## src/rtl/sp_mem_rr_arbiter.sv

```systemverilog
// rtl/sp_mem_rr_arbiter.sv - round-robin arbiter sharing one single-port memory between NumReq requesters
module sp_mem_rr_arbiter #(
    parameter int NumReq    = 4,
    parameter int DataWidth = 8,
    parameter int DataDepth = 4096,
    parameter int AddrWidth = (DataDepth <= 1) ? 1 : $clog2(DataDepth),
    parameter int CntWidth  = 16
) (
    input  logic                          clk_i,
    input  logic                          rst_ni,
    input  logic [NumReq-1:0]             req_valid_i,
    input  logic [NumReq-1:0]             req_we_i,
    input  logic [NumReq*AddrWidth-1:0]   req_addr_i,
    input  logic [NumReq*DataWidth-1:0]   req_wr_data_i,
    output logic [NumReq-1:0]             req_ready_o,
    output logic [NumReq-1:0]             rsp_valid_o,
    output logic [DataWidth-1:0]          rsp_rd_data_o,
    output logic [AddrWidth-1:0]          mem_addr_o,
    output logic                          mem_we_o,
    output logic [DataWidth-1:0]          mem_wr_data_o,
    input  logic [DataWidth-1:0]          mem_rd_data_i,
    output logic [CntWidth-1:0]           conflict_cnt_o
);

    localparam int PtrWidth = $clog2(NumReq);

    logic [PtrWidth-1:0]  ptr_q;
    logic [PtrWidth-1:0]  gnt_idx;
    logic                 found;
    logic                 gnt_any;
    logic [NumReq-1:0]    gnt_oh;
    logic [NumReq-1:0]    rd_gnt_q;
    logic [CntWidth-1:0]  conflict_cnt_q;
    logic                 conflict;

    // Two passes: indices at or above ptr first, then the wrapped-around low indices.
    always_comb begin
        found   = 1'b0;
        gnt_idx = '0;
        for (int k = 0; k < NumReq; k++) begin
            if (!found && (k >= int'(ptr_q)) && req_valid_i[k]) begin
                found   = 1'b1;
                gnt_idx = PtrWidth'(k);
            end
        end
        for (int k = 0; k < NumReq; k++) begin
            if (!found && req_valid_i[k]) begin
                found   = 1'b1;
                gnt_idx = PtrWidth'(k);
            end
        end
    end

    // Reset suppresses the grant so every memory-side output reads zero while held.
    assign gnt_any = found & rst_ni;

    always_comb begin
        gnt_oh = '0;
        for (int k = 0; k < NumReq; k++) begin
            gnt_oh[k] = gnt_any && (gnt_idx == PtrWidth'(k));
        end
    end

    always_comb begin
        mem_addr_o    = '0;
        mem_wr_data_o = '0;
        for (int k = 0; k < NumReq; k++) begin
            if (gnt_oh[k]) begin
                mem_addr_o    = req_addr_i[k*AddrWidth +: AddrWidth];
                mem_wr_data_o = req_wr_data_i[k*DataWidth +: DataWidth];
            end
        end
    end

    assign mem_we_o       = |(gnt_oh & req_we_i);
    assign req_ready_o    = gnt_oh;
    assign rsp_valid_o    = rd_gnt_q & {NumReq{rst_ni}};
    assign rsp_rd_data_o  = mem_rd_data_i;
    assign conflict       = ($countones(req_valid_i) >= 2);
    assign conflict_cnt_o = conflict_cnt_q;

    always_ff @(posedge clk_i or negedge rst_ni) begin
        if (!rst_ni) begin
            ptr_q          <= '0;
            rd_gnt_q       <= '0;
            conflict_cnt_q <= '0;
        end else begin
            if (gnt_any) begin
                ptr_q <= (gnt_idx == PtrWidth'(NumReq - 1)) ? '0 : gnt_idx + PtrWidth'(1);
            end
            rd_gnt_q <= mem_we_o ? '0 : gnt_oh;
            if (conflict && (conflict_cnt_q != {CntWidth{1'b1}})) begin
                conflict_cnt_q <= conflict_cnt_q + CntWidth'(1);
            end
        end
    end

endmodule
```

## config.mk

```make
export PLATFORM = sky130hd
export DESIGN_NAME = sp_mem_rr_arbiter
export DESIGN_NICKNAME = d
export VERILOG_FILES = /design/src/rtl/sp_mem_rr_arbiter.sv
export SDC_FILE = /design/constraint.sdc
export NUM_CORES = 1
export LEC_CHECK = 0
export BUFFER_PORTS_ARGS = -buffer_cell sky130_fd_sc_hd__buf_2
export CORE_MARGIN = 1.5
export CORE_UTILIZATION = 43
export CTS_CLUSTER_DIAMETER = 150
export DETAILED_ROUTE_END_ITERATION = 7
export PLACE_DENSITY = 0.95
export SLEW_MARGIN = 15
export SYNTH_ARGS = -nofsm -noshare
export SYNTH_HDL_FRONTEND = slang
export SYNTH_SLANG_ARGS = --single-unit
```

## constraint.sdc

```tcl
create_clock -name clk_i -period 4.19 [get_ports clk_i]
set_clock_uncertainty 0.1 [all_clocks]
set_input_delay 0.6285 -clock clk_i [delete_from_list [all_inputs] [get_ports clk_i]]
set_output_delay 0.6285 -clock clk_i [all_outputs]
set_load 0.05 [all_outputs]
```

Yosys cells after proc, flatten, opt, wreduce, memory -nomap -nowiden. Cells that the tools add are included.

Output and inout port bits: 53. Input port bits: 98. Register bits: 22.

Eq/ne operators: 4. $add $sub $neg: 5. Mux-type cells: 25. Bitwise gates (word level): 3. $lt $le $gt $ge: 4. Reductions and logical operators: 24.

Operators with widths (number): $mux 12 (4); $mux 8 (4); $add 16x1->16 const B (1); $ne 16x16->1 const B (1); $logic_and 1x1->1 (15); $mux 2 (7); $mux 1 (9); $and 4x4->4 (2); $logic_not 1->1 (7); $add 1x1->2 (2); $eq 2x2->1 const B (2); $ge 1x2->1 const A (2); $mux 4 (1); $reduce_or 4->1 (1); $add 2x2->3 (1); $ge 3x2->1 const B (1); $add 2x1->2 const B (1); $eq 2x1->1 const B (1); $ge 2x2->1 const A (1); $logic_not 2->1 (1); $and 1x1->1 (1).

Depth between registers and ports, before layout. Gate-level depths: netlist (run 1).

Depth in word-level cells: 32. Gate-level depth with buffers: 10. Gate-level depth less buffers: 9.

Worst setup path before layout (run 1). OpenSTA, ideal clock, no wires.

Path type: in2out. Start point: in req_valid_i[3]. End point: out mem_addr_o[10]. Data arrival time: 2.871 ns. Stages on the path: 9. Path slack: 0.591 ns. Path buffers: 1. Cell sequence: nand2_1 -> and3_1 -> a311oi_1 -> inv_1 -> ha_1 -> inv_1 -> clkbuf_1 -> o211ai_1 -> a21oi_1.

Longest elaborated chain between the ends: 20. Elaborated cells on any way between the ends: 32. Classes of those cells: eq/ne: 3; mux: 14; bitwise: 1; reduce/logical: 14.

Ends and longest elaborated chain: start, declared (RTL line 11) `input logic [NumReq-1:0] req_valid_i,`; $logic_and 1x1->1 (RTL line 41) `if (!found && (k >= int'(ptr_q)) && req_valid_i[k]) begin`; $mux 1 (RTL line 41); $logic_not 1->1 (RTL line 47) `if (!found && req_valid_i[k]) begin`; $logic_and 1x1->1 (RTL line 47); $mux 1 (RTL line 47); $logic_not 1->1 (RTL line 47); $logic_and 1x1->1 (RTL line 47); $mux 1 (RTL line 47); [... 2 more ...]; $mux 1 (RTL line 47); $logic_not 1->1 (RTL line 47); $logic_and 1x1->1 (RTL line 47); $mux 1 / $mux 2 (equally long branches) (RTL line 47); $and 1x1->1 / $logic_not 2->1 (equally long branches) (RTL line 55, 60); $logic_and 1x1->1 (RTL line 60) `gnt_oh[k] = gnt_any && (gnt_idx == PtrWidth'(k));`; $mux 12 (3 in a row) (RTL line 68) `if (gnt_oh[k]) begin`; $mux 12 * (RTL line 68); end, declared (RTL line 18) `output logic [AddrWidth-1:0] mem_addr_o,`.

Mark *: on every way between the ends. The rest lies on a longest branch, timed or not.

Worst setup path in the final report (run 1).
Start point: reg ptr_q[1]. End point: out mem_addr_o[7].

Longest elaborated chain between the ends: 32. Elaborated cells on any way between the ends: 48. Classes of those cells: order compare: 3; eq/ne: 3; mux: 19; bitwise: 1; reduce/logical: 22.

Ends and longest elaborated chain: start, declared (RTL line 27) `logic [PtrWidth-1:0] ptr_q;`; start signal, assigned (RTL line 89) `ptr_q <= (gnt_idx == PtrWidth'(NumReq - 1)) ? '0 : gnt_idx + PtrWidth'(1);`; $ge 1x2->1 (RTL line 41); $logic_and 1x1->1 (RTL line 41); $mux 1 (RTL line 41); $logic_not 1->1 (RTL line 41); $logic_and 1x1->1 (2 in a row) (RTL line 41); $mux 1 (RTL line 41); $logic_not 1->1 (RTL line 41); $logic_and 1x1->1 (2 in a row) (RTL line 41); [... 12 more ...]; $mux 1 (RTL line 47); $logic_not 1->1 (RTL line 47); $logic_and 1x1->1 (RTL line 47); $mux 1 / $mux 2 (equally long branches) (RTL line 47); $and 1x1->1 / $logic_not 2->1 (equally long branches) (RTL line 55, 60); $logic_and 1x1->1 (RTL line 60); $mux 12 (3 in a row) (RTL line 68); $mux 12 * (RTL line 68).

Marked as above.

==> results of run 1 <==
==> cells in the mapped netlist, types with 2 or more instances <==
master / instances / area [sq um]
mux2_2: 2 / 22.5
and2_1: 4 / 25.0
nand2_1: 29 / 109
a31oi_1: 3 / 18.8
dfrtp_1: 22 / 551
a211oi_1: 2 / 15.0
clkbuf_1: 15 / 56.3
nand2b_1: 3 / 18.8
o211ai_1: 20 / 150
nor2_1: 9 / 33.8
and4_1: 2 / 17.5
nand4_1: 8 / 50.1
xnor2_1: 7 / 61.3
nand3_1: 9 / 45.0
inv_1: 12 / 45.0
a21oi_1: 22 / 110
nor3_1: 5 / 25.0
ha_1: 5 / 62.6
a41oi_1: 3 / 26.3
o21a_1: 2 / 15.0
o21ai_0: 3 / 15.0
and3_1: 4 / 25.0
buf_4: 8 / 60.1
a22oi_1: 2 / 15.0
a221o_1: 20 / 200
==> how the worst max path moves through the flow <==
| stage | endpoint | slack (ns) | cells after the start |
|---|---|---|---|
| final | mem_addr_o[7] | 0.48 | 11 |
| after global routing | mem_addr_o[7] | 0.27 | 11 |
| after CTS | mem_addr_o[7] | 0.50 | 11 |
| after detailed placement | mem_addr_o[11] | 0.50 | 12 |
| after global placement | mem_addr_o[11] | 0.60 | 12 |
| after floorplan | mem_addr_o[10] | 0.59 | 9 |
==> cells by family after synthesis <==
family | after synthesis | share of synthesized area (%)
AO/OA/AOI/OAI | 81 | 31.2
XOR/XNOR | 8 | 3.65
adder cells (fa/ha/maj) | 6 | 4.30
buffers and inverters | 36 | 8.67
flip-flops | 22 | 28.7
multiplexers | 4 | 2.48
AND/OR/NAND/NOR | 79 | 21.1
==> metal layers <==
| layer | vias to the layer above | share of wire, % |
|---|---|---|
| met5 | - | 0 |
| met4 | 0 | 2.4 |
| met3 | 17 | 7.3 |
| met2 | 130 | 52 |
| met1 | 1098 | 39 |
| li1 | 1137 | - |
==> critical path: cells and delay by family, from the launching register on <==
family | cells | cell delay [ns]
AND/OR/NAND/NOR | 3 | 0.47
adder cells (fa/ha/maj) | 1 | 0.26
buffers and inverters | 3 | 0.56
flip-flops | 1 | 0.42
AO/OA/AOI/OAI | 4 | 1.00
==> final cells by class <==
| class | count | area, sq um |
|---|---|---|
| Clock buffer | 3 | 41.3 |
| Clock inverter | 1 | 30.0 |
| Fill cell | 380 | 1640 |
| Inverter | 12 | 45.0 |
| Multi-Input combinational cell | 178 | 1210 |
| Sequential cell | 22 | 551 |
| Tap cell | 52 | 65.1 |
| Timing Repair Buffer | 143 | 738 |
==> placed cells by master (no fill, tap or decap), types with 2 or more instances in the layout <==
cell type    n
a211oi_1     2
a21oi_1     22
a221o_1     20
a22oi_1      2
a31oi_1      3
a41oi_1      3
and2_1       4
and3_1       4
and4_1       2
buf_2      134
buf_4        9
clkbuf_8     3
dfrtp_1     22
ha_1         5
inv_1       12
mux2_2       2
nand2_1     29
nand2b_1     3
nand3_1      9
nand4_1      8
nor2_1       9
nor3_1       5
o211ai_1    20
o21a_1       2
o21ai_0      3
xnor2_1      7
==> per-stage QoR <==
step | total power (W) | hold WS [ns] | cells
4_1_cts | 0.00170 | 0.249 | 411
3_3_place_gp | 0.00148 | 0.393 | 407
5_1_grt | 0.00180 | 0.271 | 411
3_5_place_dp | 0.00150 | 0.419 | 407
6_report | 0.00170 | 0.235 | 411
2_1_floorplan | 0.00124 | 0.233 | 236
==> power groups by stage <==
stage	clock network, W	logic, W	registers, W
detailed placement	0	0.00116	0.000340
global placement	0	0.00114	0.000338
global route	0.000211	0.00124	0.000351
CTS	0.000201	0.00116	0.000337
floorplan	0	0.000770	0.000467
finish	0.000199	0.00116	0.000338
==> flip-flops by register name, indices dropped and copies added (netlist names) <==
| register | cells |
|---|---|
| rd_gnt_q | 4 |
| conflict_cnt_o | 16 |
| ptr_q | 2 |
==> results by group, run 1 <==
Status
  • Outcome: finished clean

Place
  • Pre-CTS WS: around 0.50 ns
  • Placer congestion estimate: ~0.79
  • Final HPWL DP: 4730 um
  • Placed Area: roughly 2600 sq um
  • Port Buffers: 134

Synth
  • Synth warn: 0
  • Register area share after synthesis: between 20% and 30%
  • Yosys reg bits: 22
  • Syn Nets: 340
  • Syn_area_per_cell: between 8 and 9 sq um
  • Yosys cell types: 40
  • Primary FF master, synth: dfrtp_1
  • Cells after Synth: about 240
  • EDFF count, synth: 0
  • Asr flop ratio synth: 100%
  • Synthesized cell area: 1920 sq um

Timing
  • Relative slew slack: between 40% and 50%
  • Period minus WS final: about 3.7 ns
  • Unrepaired setup endpoints after global routing: no
  • TNS Setup: 0 ns
  • Setup-failing EPs final: 0
  • Final Hold Vio Count: 0
  • FMAX: roughly 0.27 GHz
  • Setup WS post-layout: 0.482 ns
  • Pins Over Slew Limit: 0
  • Period utilisation layout: approximately nine tenths
  • Pin slew with the least headroom to its limit: between 0.8 and 0.9 ns

Route
  • Final WL: between 6000 and 7000 um
  • DR pass1 iterations: 4
  • DRT antenna net count: 0
  • Initial DRC count: 234
  • Detailed-route DRC error count: 0
  • DR vias: 2382
  • Per-cell routed wire length: 14.8 um
  • Vias per cell: around 5.8

Floorplan
  • Die width: ~70 um
  • Die Ht: 69.8 um
  • Placement Rows: 24
  • # IOs: between 150 and 200
  • Die area: just under 5000 sq um
  • Core box area: 4320 sq um
  • Initial Util: 44.4%

Job
  • Max cap viols: 0

Pwr
  • P_leak: about 1.4 nW
  • Peak supply drop: between 0.0002 and 0.0003 V
  • P_int: 0.000772 W
  • Clock power frac: 11.7%
  • Reg power frac: 19.9%
  • PwrDens: around 640 nW/um^2
  • Sw Ratio: 54.6%
  • Combinational power share: approximately two thirds
  • Sw power: ~0.00093 W

Critical path
  • R2R Path Start: ptr_q[1]
  • Worst path slowest cell: a311oi_1
  • Worst setup startpoint: ptr_q[1]
  • Critical path, cell by cell: nand2b_1, and3_1, a311oi_1, inv_1, ha_1, nor2b_1, buf_4, a221o_1, o211ai_1, a21oi_1, buf_2
  • Data required, critical path: roughly 3.5 ns
  • Largest stage delay on the critical path: approximately 0.48 ns
  • Critical Path Source Type: flop
  • CP max FO: 20
  • R2R setup slack: approximately 1.7 ns
  • FF-to-FF path depth: 9
  • Setup crit end kind: output port
  • Worst Path Arrival: around 3.0 ns
  • Reg2reg end: rd_gnt_q[2]
  • Kind of critical path: reg2out

Clocking
  • Root Driver: clkbuf_8
  • Post-CTS Hold Fix Bufs: 0
  • CTS tree: yes
  • CTS Buffer Depth: 2
  • Total CTS buffers: 3
  • H-Tree Level Count: 1
  • Clk sinks: 22
  • Clock Pin Slew Worst Setup and Hold Paths: approximately 0.08 ns
  • Clock latency on the worst-skew pair: about 0.26 ns
  • Setup repair bufs after CTS: 0
  • Post-cts resize count: 0

Global route
  • Met3 Usage GRT: 3.49%
  • Total track usage: 23.5%
  • Remaining Overflow, GRT: 0
  • Met1 GRT Util: a little over a quarter
  • First-pass GRT wire length: approximately 9500 um
  • Met2 Use GR: 43.5%
  • Vias in the first global route: 2159
  • Most Crowded Layer GR: met2
  • Largest net degree at the start of global routing: 28
  • Antenna violations before repair: 0

Final layout
  • ANT cells: 0
  • Nets: 464
  • Fin util: 62.0%
  • Share of cells above drive strength 1: 43.2%
  • Area grow syn2layout: 39.6%
  • Final Cell Area: between 2000 and 3000 sq um

Min path
  • Hold Path Class: in2async
Power figures use the tool's default switching activity.
==> run 2, diff against run 1 <==
Settings changed: ABC_CLOCK_PERIOD_IN_PS set to 4190, RECOVER_POWER set to 50, SETUP_SLACK_MARGIN set to 0.5.
==> results by group, run 2 (same netlist as run 1, synthesis figures left out) <==
Status
  • Outcome: finished clean

Route
  • Final WL: between 6000 and 7000 um
  • DR pass1 iterations: 4
  • Detailed-route DRC error count: 0
  • Vias per cell: approximately 5.7
  • DR vias: about 2400
  • Initial DRC count: just over 200
  • Per-cell routed wire length: 14.8 um
  • DRT antenna net count: 0

Global route
  • Vias in the first global route: between 2000 and 2500
  • Antenna violations before repair: 0
  • Total track usage: a little under a quarter
  • Remaining Overflow, GRT: 0
  • First-pass GRT wire length: around 9500 um
  • Largest net degree at the start of global routing: 28

Floorplan
  • # IOs: about 150
  • Initial Util: roughly 44%
  • Placement Rows: 24
  • Die Ht: roughly 70 um
  • Core box area: roughly 4300 sq um
  • Die area: between 4000 and 5000 sq um
  • Die width: 69.8 um

Final layout
  • Commonest non-fill, non-tap cell in the layout: buf_2
  • Area grow syn2layout: 39.3%
  • Most frequent cells in the layout: buf_2, nand2_1, a21oi_1, dfrtp_1
  • Register area: 552 sq um
  • Share of cells above drive strength 1: between 30% and 40%
  • ANT cells: 0
  • Final Cell Area: roughly 2700 sq um
  • Largest register FFs: 16
  • Multi-input gate area: 1220 sq um
  • Nets: about 460
  • Fillers: approximately 390

Min path
  • Hold endpoint: conflict_cnt_o[8]
  • Hold Path Class: reg2reg
  • Hold Startpoint: conflict_cnt_o[8]
  • Number of cells on the worst hold path: 1

Timing
  • Setup-failing EPs final: 0
  • Unrepaired setup endpoints after global routing: yes
  • Final Hold Vio Count: 0
  • Relative slew slack: between 15 and 20%
  • TNS Setup: 0 ns
  • Pins Over Slew Limit: 0
  • Pin slew with the least headroom to its limit: 1.27 ns
  • Period minus WS final: around 3.5 ns
  • FMAX: between 0.2 and 0.3 GHz
  • Period utilisation layout: between 80 and 90%

Place
  • Final HPWL DP: between 4000 and 5000 um
  • Port Buffers: 134
  • Placed Area: between 2000 and 3000 sq um
  • Placer congestion estimate: slightly below 0.8

Critical path
  • Worst setup startpoint: ptr_q[1]
  • Reg2reg end: rd_gnt_q[2]
  • FF-to-FF path depth: 9
  • Data required, critical path: 3.46 ns
  • R2R Path Start: ptr_q[1]
  • CP max FO: 20
  • Critical Path Source Type: flop
  • R2R setup slack: 1.85 ns
  • Worst Path Arrival: approximately 2.8 ns
  • Kind of critical path: reg2out
  • Setup crit end kind: output port

Clocking
  • Clock latency on the worst-skew pair: about 0.27 ns
  • Clk sinks: 22
  • Total CTS buffers: 3
  • H-Tree Level Count: 1
  • Post-CTS Hold Fix Bufs: 0
  • Setup repair bufs after CTS: 0
  • CTS Buffer Depth: 2
  • Clock Pin Slew Worst Setup and Hold Paths: roughly 0.080 ns
  • CTS tree: yes
  • Root Driver: clkbuf_8

Job
  • Max cap viols: 0

Pwr
  • P_leak: between 1 and 1.5 nW
  • PwrDens: between 600 and 700 nW/um^2
  • Peak supply drop: between 0.0002 and 0.0003 V
-- run 2: what timing repair did --
| item | CTS | global route |
|---|---|---|
| pin swaps | 0 | 1 |
| gates resized for setup | 1 | 5 |
| setup endpoints to repair | 2 | 20 |
-- run 2: final cells by class --
type,instances,area share [%]
clock buffer,3,1.54
clock inverter,1,1.12
inverter,12,1.68
multi-input combinational,178,45.6
sequential,22,20.6
tap,52,2.43
timing repair buffer,143,27.0
-- run 2: per-layer routing --
metal	vias to the layer above	routed length, um	GRT usage [%]
met5	-	0	0
met4	0	107	7.69
met3	11	426	3.49
met2	122	3210	43.5
met1	1094	2350	27.5
li1	1133	-	-
-- run 2: power breakdown --
| part | internal [W] | switching (W) |
|---|---|---|
| Combinational | 0.000375 | 0.000790 |
| Clock | 0.000128 | 0.0000727 |
| Sequential | 0.000267 | 0.0000769 |
-- run 2: through the flow --
step	total power, W	setup WS [ns]	util, %	hold WS (ns)	std cells
floorplan	0.00124	0.591	-	0.233	236
global placement	0.00148	0.603	60.3	0.393	407
detailed placement	0.00150	0.503	60.3	0.419	407
CTS	0.00170	0.630	62.1	0.249	411
global route	0.00181	0.433	61.8	0.473	411
finish	0.00171	0.713	61.8	0.456	411
-- run 2: how the worst max path moves through the flow --
stage	end	slack [ns]	cells after the start
after floorplan	mem_addr_o[10]	0.59	9
after global routing	mem_addr_o[10]	0.43	6
after detailed placement	mem_addr_o[11]	0.50	12
after global placement	mem_addr_o[11]	0.60	12
final	mem_addr_o[10]	0.71	11
after CTS	mem_addr_o[10]	0.63	11
-- run 2: critical path, stage by stage (launching register included) --
cell      delay, ns
dfrtp_2        0.45
nand2b_1       0.17
o21ai_1        0.19
o22ai_1        0.15
ha_1           0.22
buf_4          0.18
nor2b_1        0.17
buf_6          0.21
a221o_1        0.17
o211ai_1       0.08
a21oi_1        0.22
clkbuf_4       0.27
==> run 3, diff against run 2 <==
Settings changed: ABC_AREA set to 1, ABC_CLOCK_PERIOD_IN_PS 4190 to 3200, CORE_UTILIZATION 43 to 45, PLACE_DENSITY 0.95 to 0.92.
Clock period 4.19 ns to 3.2 ns, I/O delays scaled along.
==> results by group, run 3 <==
Synth
  • Most numerous cell in the Yosys netlist: nand2_1
  • Cells after Synth: 440
  • Register area share after synthesis: 20.8%
  • Syn Nets: 544
  • Cell taking the most area after synthesis: dfrtp_1
  • Syn_area_per_cell: 6.01 sq um
  • Top cells by count, synth: nand2_1, nand4_1, inv_1
  • Yosys cell types: 28
  • EDFF count, synth: 0
  • Synth warn: 0
  • Synth area leaders: dfrtp_1, nand2_1, nand4_1
  • Primary FF master, synth: dfrtp_1
  • Share of Yosys cell area claimed by the top area cell type: 20.8%
  • Synthesized cell area: about 2600 sq um
  • Yosys reg bits: 22
  • Asr flop ratio synth: 100%

Route
  • DR pass1 iterations: 5
  • Final WL: 9880 um
  • DRT antenna net count: 0
  • Per-cell routed wire length: 15.6 um
  • Initial DRC count: approximately 300
  • Vias per cell: around 5.5
  • DR vias: 3494
  • Detailed-route DRC error count: 0

Critical path
  • CP bufs+invs: 4
  • Data required, critical path: ~2.6 ns
  • R2R setup slack: 0.88 ns
  • FF-to-FF path depth: 12
  • R2R Path Start: ptr_q[1]
  • Largest stage delay on the critical path: around 0.44 ns
  • CP max FO: 14
  • Worst path slowest cell: dfrtp_2
  • Critical path, cell by cell: inv_4, a22oi_2, nand3_1, nand3b_1, o21ai_2, buf_4, ha_4, buf_12, nor2_1, nand4_1, nand3_2, nand2_1, nand2_2, buf_8
  • Kind of critical path: reg2out
  • Worst Path Arrival: between 2 and 2.5 ns
  • Setup crit end kind: output port
  • Critical Path Source Type: flop
  • Worst path top cell family by delay: simple AND/OR/NAND/NOR gates
  • Reg2reg end: rd_gnt_q[2]

Pwr
  • Reg power frac: between 10% and 20%
  • P_int: between 0.001 and 0.0015 W
  • Clock power frac: 6.5%
  • Peak supply drop: 0.000588 V
  • Combinational power share: 79.1%
  • P_leak: 2.20 nW
  • PwrDens: around 770 nW/um^2
  • Sw power: 0.00168 W
  • Sw Ratio: ~56%

Place
  • Port Buffers: about 130
  • Placer congestion estimate: ~0.93
  • Final HPWL DP: around 6000 um

Floorplan
  • Placement Rows: 27
  • Core box area: 5570 sq um
  • Die Ht: between 70 and 80 um
  • Initial Util: 47.4%
  • Die width: about 80 um
  • Die area: about 6300 sq um
  • # IOs: between 150 and 200

Status
  • Outcome: finished clean

Global route
  • Total track usage: 27.7%
  • First-pass GRT wire length: approximately 14000 um
  • Met2 Use GR: 49.2%
  • Antenna violations before repair: 0
  • Remaining Overflow, GRT: 0
  • Met3 Usage GRT: between 4 and 5%
  • Met1 GRT Util: about a third
  • Most Crowded Layer GR: met2
  • Vias in the first global route: between 3000 and 4000
  • Largest net degree at the start of global routing: 53

Timing
  • Worst hold slack: 0.314 ns
  • TNS Setup: 0 ns
  • Period minus WS final: 3.04 ns
  • Pin slew with the least headroom to its limit: about 0.63 ns
  • Unrepaired setup endpoints after global routing: yes
  • FMAX: approximately 0.33 GHz
  • Relative slew slack: around three fifths
  • Period utilisation layout: between 90% and 100%
  • Setup-failing EPs final: 0
  • Final Hold Vio Count: 0
  • Pins Over Slew Limit: 0

Final layout
  • Most frequent cells in the layout: buf_2, nand2_1, nand4_1, inv_1, nand2_2
  • Multi-input gate area: between 1500 and 2000 sq um
  • Area grow syn2layout: 48.8%
  • Share of cells above drive strength 1: a little under two fifths
  • ANT cells: 0
  • Largest register FFs: 16
  • Fillers: 439
  • Nets: about 670
  • Register area: between 500 and 600 sq um
  • Commonest non-fill, non-tap cell in the layout: buf_2

Clocking
  • Root Driver: clkbuf_8
  • Total CTS buffers: 3
  • CTS Buffer Depth: 2
  • Clock Pin Slew Worst Setup and Hold Paths: approximately 0.08 ns
  • H-Tree Level Count: 1
  • Post-CTS Hold Fix Bufs: 0
  • CTS tree: yes
  • Clk sinks: 22
  • Clock latency on the worst-skew pair: approximately 0.26 ns

Job
  • Max cap viols: 0

Min path
  • Hold Path Class: in2async
run 3: cell count changes in the layout (fill, tap and decap cells not counted), moves of 22 or more:
cell,delta
a21oi_1,-22
nand2_2,+31
inv_1,+45
buf_2,-25
nand2_1,+62
nand4_1,+60
run 3: worst max path at each step:
stage	startpoint	endpoint	slack, ns	cells after the start
after floorplan	req_valid_i[1]	mem_we_o	0.53	10
after global placement	req_valid_i[1]	mem_wr_data_o[2]	0.31	14
after detailed placement	req_valid_i[1]	mem_wr_data_o[4]	0.23	13
after CTS	ptr_q[1]	mem_wr_data_o[4]	0.27	15
after global routing	ptr_q[1]	mem_wr_data_o[3]	0.05	14
final	ptr_q[1]	mem_wr_data_o[5]	0.16	14
run 3: cell type report:
type / count / share of cell area, %
multi-input combinational: 297 / 44.1
inverter: 82 / 8.34
timing repair inverter: 1 / 0.223
clock buffer: 4 / 1.40
tap: 72 / 2.29
sequential: 22 / 14.1
timing repair buffer: 157 / 29.6
run 3: power by group through the flow:
stage	clock (W)	combinational [W]	sequential (W)
floorplan	0	0.00123	0.000560
global placement	0	0.00169	0.000421
detailed placement	0	0.00173	0.000423
CTS	0.000200	0.00213	0.000421
global route	0.000214	0.00251	0.000443
finish	0.000197	0.00239	0.000436
run 3: timing repair:
action / 4_1_cts / 5_1_grt
gates resized for setup: 86 / 44
cloned: 3 / 3
setup endpoints to repair: 25 / 26
endpoints found under the hold margin: 0 / 0
setup buffers: 5 / 2
pin swaps: 5 / 24
run 3: cell families after synthesis:
kind of cell             Yosys count  share of synthesized area (%)
AO/OA/AOI/OAI                      9                           2.23
buffers and inverters            121                           21.3
AND/OR/NAND/NOR                  268                           47.9
flip-flops                        22                           20.8
XOR/XNOR                          14                           4.64
adder cells (fa/ha/maj)            6                           3.13
run 3: layer usage:
layer / share of wire (%) / vias to the layer above / wire length, um
met4: 3.5 / 0 / 346
met1: 38 / 1559 / 3790
met5: 0 / - / 0
met2: 50 / 225 / 4920
li1: - / 1656 / -
met3: 8.2 / 54 / 814
run 3: worst reg2reg max path: stages (launching register included):
cell and delay [ns]:
dfrtp_2 0.44, inv_4 0.07, a21oi_4 0.15, nand4_1 0.13, nor2_1 0.11, nand2_1 0.06
and3_4 0.17, inv_4 0.07, ha_4 0.16, nand3_4 0.18, clkbuf_16 0.24, buf_4 0.13
nor3_1 0.20
run 3: per-stage QoR:
stage | util [%] | area (sq um) | std cells | power [W] | setup slack [ns]
floorplan | - | 2690 | 440 | 0.00179 | 0.532
global placement | 58.9 | 3280 | 618 | 0.00211 | 0.311
detailed placement | 58.9 | 3280 | 618 | 0.00215 | 0.228
CTS | 66.9 | 3730 | 630 | 0.00275 | 0.268
global route | 70.5 | 3930 | 635 | 0.00317 | 0.0487
finish | 70.5 | 3930 | 635 | 0.00302 | 0.164
